**src/rtl/comparator_bist_if.sv**
```systemverilog
// Bus between the comparator self-test engine and its host / comparator under test.
// The master side issues start, supplies the comparator flags and reads the results.
// The slave side is the engine: it drives the operands and the status outputs.
interface comparator_bist_if #(
    parameter int WIDTH = 4,
    parameter int ERR_W = 8
);
    logic             start;
    logic [WIDTH-1:0] cmp_a;
    logic [WIDTH-1:0] cmp_b;
    logic             dut_g;
    logic             dut_e;
    logic             dut_l;
    logic             busy;
    logic             done;
    logic             pass;
    logic [ERR_W-1:0] err_count;
    logic [WIDTH-1:0] fail_a;
    logic [WIDTH-1:0] fail_b;

    modport master (
        output start, dut_g, dut_e, dut_l,
        input  cmp_a, cmp_b, busy, done, pass, err_count, fail_a, fail_b
    );

    modport slave (
        input  start, dut_g, dut_e, dut_l,
        output cmp_a, cmp_b, busy, done, pass, err_count, fail_a, fail_b
    );
endinterface

```
**src/rtl/comparator_bist.sv**
```systemverilog
// Self-test engine for a WIDTH-bit magnitude comparator.
// It sweeps every (a,b) pair with b as the inner index, holds each vector for SETTLE
// cycles, then checks the gt/eq/lt response against the unsigned golden result.
// It counts mismatches (saturating) and latches the first failing vector.
module comparator_bist #(
    parameter int WIDTH  = 4,
    parameter int SETTLE = 1,
    parameter int ERR_W  = 8
) (
    input  logic             clk,
    input  logic             rst_n,
    comparator_bist_if.slave bus
);
    localparam int SW = (SETTLE > 1) ? $clog2(SETTLE) : 1;
    localparam logic [SW-1:0]    SETTLE_LAST = SW'(SETTLE - 1);
    localparam logic [WIDTH-1:0] ALL_ONES    = {WIDTH{1'b1}};
    localparam logic [ERR_W-1:0] ERR_MAX     = {ERR_W{1'b1}};
    localparam logic [ERR_W-1:0] ERR_ZERO    = {ERR_W{1'b0}};
    localparam logic [WIDTH-1:0] OP_ZERO     = {WIDTH{1'b0}};

    typedef enum logic [1:0] {
        IDLE  = 2'd0,
        APPLY = 2'd1,
        CHECK = 2'd2,
        DONE  = 2'd3
    } state_t;

    // Golden one-hot {gt, eq, lt} for an unsigned compare.
    function automatic logic [2:0] golden_flags(input logic [WIDTH-1:0] a,
                                                input logic [WIDTH-1:0] b);
        logic [2:0] f;
        if (a > b) begin
            f = 3'b100;
        end else if (a == b) begin
            f = 3'b010;
        end else begin
            f = 3'b001;
        end
        return f;
    endfunction

    state_t           state_r,  state_s;
    logic [WIDTH-1:0] cmp_a_r,  cmp_a_s;
    logic [WIDTH-1:0] cmp_b_r,  cmp_b_s;
    logic [SW-1:0]    settle_r, settle_s;
    logic             busy_r,   busy_s;
    logic             done_r,   done_s;
    logic [ERR_W-1:0] err_r,    err_s;
    logic [WIDTH-1:0] fail_a_r, fail_a_s;
    logic [WIDTH-1:0] fail_b_r, fail_b_s;
    logic             first_r,  first_s;

    logic [2*WIDTH-1:0] idx_next_s;
    logic               mismatch_s;
    logic               last_s;

    // Next-state and next-output logic of the sweep FSM.
    always_comb begin
        state_s    = state_r;
        cmp_a_s    = cmp_a_r;
        cmp_b_s    = cmp_b_r;
        settle_s   = settle_r;
        busy_s     = busy_r;
        done_s     = done_r;
        err_s      = err_r;
        fail_a_s   = fail_a_r;
        fail_b_s   = fail_b_r;
        first_s    = first_r;
        idx_next_s = {cmp_a_r, cmp_b_r} + (2*WIDTH)'(1);
        mismatch_s = ({bus.dut_g, bus.dut_e, bus.dut_l} != golden_flags(cmp_a_r, cmp_b_r));
        last_s     = (cmp_a_r == ALL_ONES) && (cmp_b_r == ALL_ONES);

        case (state_r)
            IDLE, DONE: begin
                if (bus.start) begin
                    state_s  = APPLY;
                    cmp_a_s  = OP_ZERO;
                    cmp_b_s  = OP_ZERO;
                    settle_s = {SW{1'b0}};
                    busy_s   = 1'b1;
                    done_s   = 1'b0;
                    err_s    = ERR_ZERO;
                    fail_a_s = OP_ZERO;
                    fail_b_s = OP_ZERO;
                    first_s  = 1'b0;
                end else begin
                    state_s = state_r;
                end
            end
            APPLY: begin
                if (settle_r == SETTLE_LAST) begin
                    state_s  = CHECK;
                    settle_s = {SW{1'b0}};
                end else begin
                    settle_s = settle_r + SW'(1);
                end
            end
            CHECK: begin
                if (mismatch_s) begin
                    if (err_r != ERR_MAX) begin
                        err_s = err_r + ERR_W'(1);
                    end else begin
                        err_s = err_r;
                    end
                    if (!first_r) begin
                        first_s  = 1'b1;
                        fail_a_s = cmp_a_r;
                        fail_b_s = cmp_b_r;
                    end else begin
                        first_s = first_r;
                    end
                end else begin
                    err_s = err_r;
                end
                if (last_s) begin
                    state_s = DONE;
                    busy_s  = 1'b0;
                    done_s  = 1'b1;
                end else begin
                    state_s = APPLY;
                    {cmp_a_s, cmp_b_s} = idx_next_s;
                end
            end
            default: begin
                state_s = IDLE;
            end
        endcase
    end

    // State and datapath registers with synchronous active-low reset.
    always_ff @(posedge clk) begin
        if (!rst_n) begin
            state_r  <= IDLE;
            cmp_a_r  <= OP_ZERO;
            cmp_b_r  <= OP_ZERO;
            settle_r <= {SW{1'b0}};
            busy_r   <= 1'b0;
            done_r   <= 1'b0;
            err_r    <= ERR_ZERO;
            fail_a_r <= OP_ZERO;
            fail_b_r <= OP_ZERO;
            first_r  <= 1'b0;
        end else begin
            state_r  <= state_s;
            cmp_a_r  <= cmp_a_s;
            cmp_b_r  <= cmp_b_s;
            settle_r <= settle_s;
            busy_r   <= busy_s;
            done_r   <= done_s;
            err_r    <= err_s;
            fail_a_r <= fail_a_s;
            fail_b_r <= fail_b_s;
            first_r  <= first_s;
        end
    end

    assign bus.cmp_a     = cmp_a_r;
    assign bus.cmp_b     = cmp_b_r;
    assign bus.busy      = busy_r;
    assign bus.done      = done_r;
    assign bus.err_count = err_r;
    assign bus.fail_a    = fail_a_r;
    assign bus.fail_b    = fail_b_r;
    assign bus.pass      = done_r && (err_r == ERR_ZERO);
endmodule

```
**src/flat_wrapper.sv**
```systemverilog
// flat-port wrapper written by rule: the top's interface ports become plain ports
module comparator_bist_flat 
#(
    parameter int WIDTH  = 4,
    parameter int SETTLE = 1,
    parameter int ERR_W  = 8
)
  (clk, rst_n, bus_start, bus_dut_g, bus_dut_e, bus_dut_l, bus_cmp_a, bus_cmp_b, bus_busy, bus_done, bus_pass, bus_err_count, bus_fail_a, bus_fail_b);
  comparator_bist_if #(.WIDTH(WIDTH), .ERR_W(ERR_W)) bus_i ();
  input  logic clk;
  input  logic rst_n;
  input wire logic [$bits(bus_i.start)-1:0] bus_start;
  input wire logic [$bits(bus_i.dut_g)-1:0] bus_dut_g;
  input wire logic [$bits(bus_i.dut_e)-1:0] bus_dut_e;
  input wire logic [$bits(bus_i.dut_l)-1:0] bus_dut_l;
  output wire logic [$bits(bus_i.cmp_a)-1:0] bus_cmp_a;
  output wire logic [$bits(bus_i.cmp_b)-1:0] bus_cmp_b;
  output wire logic [$bits(bus_i.busy)-1:0] bus_busy;
  output wire logic [$bits(bus_i.done)-1:0] bus_done;
  output wire logic [$bits(bus_i.pass)-1:0] bus_pass;
  output wire logic [$bits(bus_i.err_count)-1:0] bus_err_count;
  output wire logic [$bits(bus_i.fail_a)-1:0] bus_fail_a;
  output wire logic [$bits(bus_i.fail_b)-1:0] bus_fail_b;
  assign bus_i.start = bus_start;
  assign bus_i.dut_g = bus_dut_g;
  assign bus_i.dut_e = bus_dut_e;
  assign bus_i.dut_l = bus_dut_l;
  assign bus_cmp_a = bus_i.cmp_a;
  assign bus_cmp_b = bus_i.cmp_b;
  assign bus_busy = bus_i.busy;
  assign bus_done = bus_i.done;
  assign bus_pass = bus_i.pass;
  assign bus_err_count = bus_i.err_count;
  assign bus_fail_a = bus_i.fail_a;
  assign bus_fail_b = bus_i.fail_b;
  comparator_bist #(.WIDTH(WIDTH), .SETTLE(SETTLE), .ERR_W(ERR_W)) u_core (.clk(clk), .rst_n(rst_n), .bus(bus_i));
endmodule
```
**config.mk**
```make
export PLATFORM = sky130hd
export DESIGN_NAME = comparator_bist_flat
export DESIGN_NICKNAME = d
export VERILOG_FILES = /design/src/rtl/comparator_bist_if.sv /design/src/rtl/comparator_bist.sv /design/src/flat_wrapper.sv
export SDC_FILE = /design/constraint.sdc
export NUM_CORES = 1
export LEC_CHECK = 0
export CORE_UTILIZATION = 45
export CTS_BUF_LIST = sky130_fd_sc_hd__clkbuf_8
export CTS_CLUSTER_SIZE = 25
export DETAILED_ROUTE_END_ITERATION = 12
export GPL_TIMING_DRIVEN = 0
export MAX_ROUTING_LAYER = met4
export PLACE_DENSITY_LB_ADDON = 0.2
export SLEW_MARGIN = 20
export SYNTH_ARGS = -nofsm -noshare
export SYNTH_HDL_FRONTEND = slang
export SYNTH_SLANG_ARGS = --single-unit
```
**constraint.sdc**
```tcl
create_clock -name clk -period 2.9 [get_ports clk]
set_clock_uncertainty 0.2 [all_clocks]
set_input_delay 0.29 -clock clk [delete_from_list [all_inputs] [get_ports clk]]
set_output_delay 0.29 -clock clk [all_outputs]
set_load 0.1 [all_outputs]
```
# Word-level counts from Yosys, hierarchy flattened
# Cells that the tools add are included.
totals:
  reg_bits: 30
  out_inout_bits: 27
  wordCells: 74
op_classes:
  n_addsub: 3
  magnitude_cmp: 1
  n_eq_ne: 15
  muxes: 31
  reduce_logical: 14
op_table:
  columns: ["cell", "n"]
  rows:
  - ["one-hot mux 4 bit (2 select lines)", 4]
  - ["2-to-1 mux 4 bit", 7]
  - ["2-to-1 mux 8 bit", 3]
  - ["adder 8 x 1 -> 8 bit, second input constant", 2]
  - ["one-hot mux 8 bit (2 select lines)", 1]
  - ["AND reduction 3 bit", 3]
  - ["equality test 4 bit, second input constant", 2]
  - ["zero test 8 bit", 1]
  - ["2-to-1 mux 2 bit", 4]
  - ["inequality test 2 bit, second input constant", 4]
  - ["inequality test 8 bit, second input constant", 1]
  - ["one-hot mux 1 bit (2 select lines)", 4]
  - ["AND reduction 4 bit", 2]
  - ["2-to-1 mux 1 bit", 6]
  - ["inequality test 2 x 1 -> 1 bit, second input constant", 3]
  - ["one-hot mux 2 bit (3 select lines)", 1]
  - ["equality test 2 bit, second input constant", 2]
  - ["equality test 4 bit", 1]
  - ["> comparator 4 bit", 1]
  - ["AND reduction 2 bit", 2]
  - ["nonzero test 2 bit", 2]
  - ["2-to-1 mux 3 bit", 1]
  - ["inequality test 3 bit", 1]
  - ["equality test 2 x 1 -> 1 bit, second input constant", 1]
  - ["other kinds (4)", 5]

# Longest topological paths before layout
logic_depth:
  depth_word: 6
  depth_mapped: 9
  depth_no_buf: 8

# Worst setup path after synthesis
# Ideal clock, no wire load.
synth_path:
  path_type: "register to output"
  from: "register u_core.err_r[3] (netlist: u_core.bus.err_count[3])"
  to: "output port bus_pass"
  t_arrival_ns: 4.141
  slack_ns: -1.731
  stages_incl_launch_ff: 3
  path_buffers: 0
  cell_sequence: "dfxtp_1 or4_1 nor4_1"
synth_via:
  elab_chain_cells: 2
synth_rtl:
  columns: ["item", "line_no", "text"]
  rows:
  - ["start: declaration", "comparator_bist.sv:48", "logic [ERR_W-1:0] err_r, err_s;"]
  - ["start signal: assignment", "comparator_bist.sv:150", "err_r <= err_s;"]
  - ["zero test 8 bit", "comparator_bist.sv:164", "assign bus.pass = done_r && (err_r == ERR_ZERO);"]
  - ["logical AND 1 bit", "comparator_bist.sv:164", null]
  - ["end: declaration", "flat_wrapper.sv:20", "output wire logic [$bits(bus_i.pass)-1:0] bus_pass;"]
# Every way passes these cells.

# Worst setup path in the final report
layout_path:
  from: "register u_core.err_r[2] (netlist: u_core.bus.err_count[2])"
  to: "output port bus_pass"
# The elaborated chain is that of the path after synthesis.

==> key figures <==
Run status
  – Status: completed

Yosys
  – Xor/xnor share of the synthesized area: 0.03172
  – Flop and latch count out of synthesis: 29
  – Top FF cell, synth: dfxtp_1
  – Cells after synthesis: a little under 200
  – Synth top area share: 0.3505
  – Netlist cell types: 48
  – Post-Synth Simple-Gate Area: 0.2946
  – Synth area leader: dfxtp_1
  – Syn avg cell area: 8.452 um2
  – Main combinational cell family by area after synthesis: simple AND/OR/NAND/NOR gates
  – Compound-gate portion of the synthesized area: 0.1443
  – Synthesized area: 1657 um2
  – Area contributors post-synth: dfxtp_1 35%, ha_1 7.6%, mux2i_1 6.0%, nand3_1 5.4%, nand2_1 5.2%
  – Mapped Nets: 212
  – Mux cell area share after synthesis: 0.06042
  – Register area share after synthesis: 0.3505
  – Syn. warnings: 0
  – Adder-cell area share of the yosys netlist: 0.07553
  – Post-synth EDFFs: 0
  – Async SR Flop Fraction: 0

Routing
  – Antenna Violating Nets Remaining: 0
  – Avg WL per Cell: 14.20 um
  – Remaining DRCs: 0
  – Drt via density: 5.511
  – DR iter-0 viols: 80
  – Total Wirelength: roughly 4000 um
  – Router iterations before antenna repair: 4
  – Via count: 1554

CTS
  – Post-CTS sizing: 1
  – CTS Hold Bufs: 0
  – CTS sink cnt: 29
  – Clock Latency Late Sink: 290 ps
  – Postcts setup bufs: 0
  – Clock slew at reported path FFs: 70 ps
  – TritonCTS clock tree: built
  – Clk buf depth: 2
  – H-tree depth: 2
  – Root buffer cell: clkbuf_8
  – Num CTS Buffers: 5

Layout
  – # fillers: 306
  – Final core occ: 0.6369
  – Ant diodes: 0
  – Register area: 590.6 um2
  – Nets: around 250
  – Layout area overhead: 32.33%
  – Area of the multi-input gates: 1020 um2
  – Share of cells above drive strength 1: 0.1314
  – Post-route cell area: 2192 um2

Place
  – # port buffers: 32
  – Placement Cell Area: about 2100 um2
  – Pre-CTS WS: ~130 ps
  – Post-DP HPWL: 2934 um
  – Placer Congestion: 0.9138

Pwr
  – Combinational share of power: 0.413
  – Leakage: 0.8205 nW
  – NetSw: 0.6439 mW
  – Total power: ~1.7 mW
  – Flop pwr share: 0.278
  – Pwr Density: roughly 750 nW/um2
  – Worst VDD drop: 0.0004478 V
  – Clk pwr share: 0.309
  – Sw frac: 0.3900
  – Internal power: 1.007 mW

Worst setup path
  – CP arrival: ~2300 ps
  – CP max FO: 7
  – Critical Path RT: 2410 ps
  – Setup crit start kind: flop
  – Crit. End Element: primary output
  – Critical Path Max Stage Delay: 880 ps
  – Crit-path cells: or4_1, nor4_4, dlygate4sd2_1
  – Slowest cell on crit path: dlygate4sd2_1
  – Path type of the worst setup path: reg -> out
  – R2R depth: 8

STA
  – Max-slew violations: 0
  – Post-layout min period: about 2800 ps
  – RSZ-0062 raised after global routing: no
  – Final Hold Fails: 0
  – Achievable Freq: ~0.36 GHz
  – Worst slew pin tran: ~980 ps
  – Setup slack after layout: 117.9 ps
  – Final setup TNS: 0 ps
  – Setup Viol. Count Final: 0
  – Max_slew headroom: 0.3471
  – Share of the clock period used by the worst path: 0.9594

Floorplanning
  – Io pins: 33
  – Die Span X: 62.68 um
  – FP Rows: 21
  – Initial Util: 0.4813
  – Core footprint: 3442 um2
  – Die Height: 62.68 um
  – Die area: 3928 um2

Global routing
  – Global-route usage over all layers: 0.2284
  – Largest net degree at the start of global routing: 11
  – Grt ovf: 0
  – First-pass GRT wire length: 6727 um
  – Antenna violations before repair: 0
  – Vias in the first global route: approximately 1500

Flow run
  – Max Cap Viol: 0

Hold path
  – WHS Path Cells: 2
  – Worst min-delay path category: reg -> reg
-- final timing paths --
path	from	to	slack, ps
worst max-delay path	u_core.bus.err_count[2]$_SDFFE_PN0P_	bus_pass	120
worst min-delay path	u_core.bus.fail_b[1]$_SDFFE_PN0P_	u_core.bus.fail_b[1]$_SDFFE_PN0P_	260
worst max register to register	u_core.bus.cmp_b[1]$_SDFFE_PN0P_	u_core.bus.fail_a[2]$_SDFFE_PN0P_	280
worst min register to register	u_core.bus.fail_b[1]$_SDFFE_PN0P_	u_core.bus.fail_b[1]$_SDFFE_PN0P_	260
-- through the flow --
step / std cells / hold slack (ps)
finish: 282 / 258.9
global route: 282 / 286.0
CTS: 282 / 260.5
detailed placement: 274 / 251.8
global placement: 274 / 247.2
floorplan: 196 / 274.8
-- critical path: cells and delay by family, from the launching register on --
kind,cells,cell delay (ps)
buffers and inverters,1,880
DFF,1,370
and+or+nand+nor,2,750
-- cell usage in the layout, fill, tap and decap left out, drive strengths merged, types with 2 or more instances in the layout --
cell           Yosys  layout
clkdlybuf4s50      0      31
dfxtp             29      29
nand2             23      23
nor2              21      21
nand3             19      19
inv               11      11
mux2i             10      10
ha                10      10
clkbuf             4       9
a21oi              7       7
o21ai              6       6
nor3               6       6
xnor2              5       5
nand2b             4       4
nand4              3       3
a32o               3       3
a211oi             3       3
nor4b              2       2
or2                2       2
a31oi              2       2
o221a              2       2
bufinv             0       2
nor4               2       2
buf                2       2
nor2b              2       2
-- Yosys cell counts (5+ instances only) --
library cell   n
nand3_1       18
ha_1          10
nand2_1       23
dfxtp_1       29
mux2i_1       10
a21oi_1        7
nor2_1        21
o21ai_0        5
nor3_1         5
xnor2_1        5
inv_1         10
-- flip-flops by register name (all words and copies together) (netlist names) --
signal / count
u_core.bus.err_count: 8
u_core.bus.fail_b: 4
u_core.bus.cmp_b: 4
u_core.bus.done: 1
u_core.bus.fail_a: 4
u_core.state_r: 2
u_core.bus.busy: 1
u_core.bus.cmp_a: 4
u_core.first_r: 1
-- cells by family after synthesis --
kind of cell | Yosys count
simple gates | 93
compound gates | 31
flops | 29
buf+inv | 17
mux | 10
fa+ha+maj | 10
xor+xnor | 6
-- power by group through the flow --
stage / combinational, mW / sequential [mW] / clock [mW]
global route: 0.742 / 0.465 / 0.530
global placement: 0.674 / 0.466 / 0
CTS: 0.681 / 0.459 / 0.512
finish: 0.681 / 0.459 / 0.511
detailed placement: 0.681 / 0.468 / 0
floorplan: 0.461 / 0.543 / 0
-- cell type report --
cell class / instances / area share
buffer: 6 / 0.01370
clock buffer: 5 / 0.03139
clock inverter: 3 / 0.02968
inverter: 11 / 0.01884
multi-input combinational: 150 / 0.4652
sequential: 29 / 0.2694
tap: 46 / 0.02626
timing repair buffer: 32 / 0.1455
-- metal layers --
metal,up-vias,share of wire,track usage
met5,-,0,-
met4,0,0.011,0.1163
met3,5,0.038,0.04380
met2,36,0.49,0.3696
met1,735,0.46,0.2688
li1,778,-,-
(Power assumes the default switching activity.)
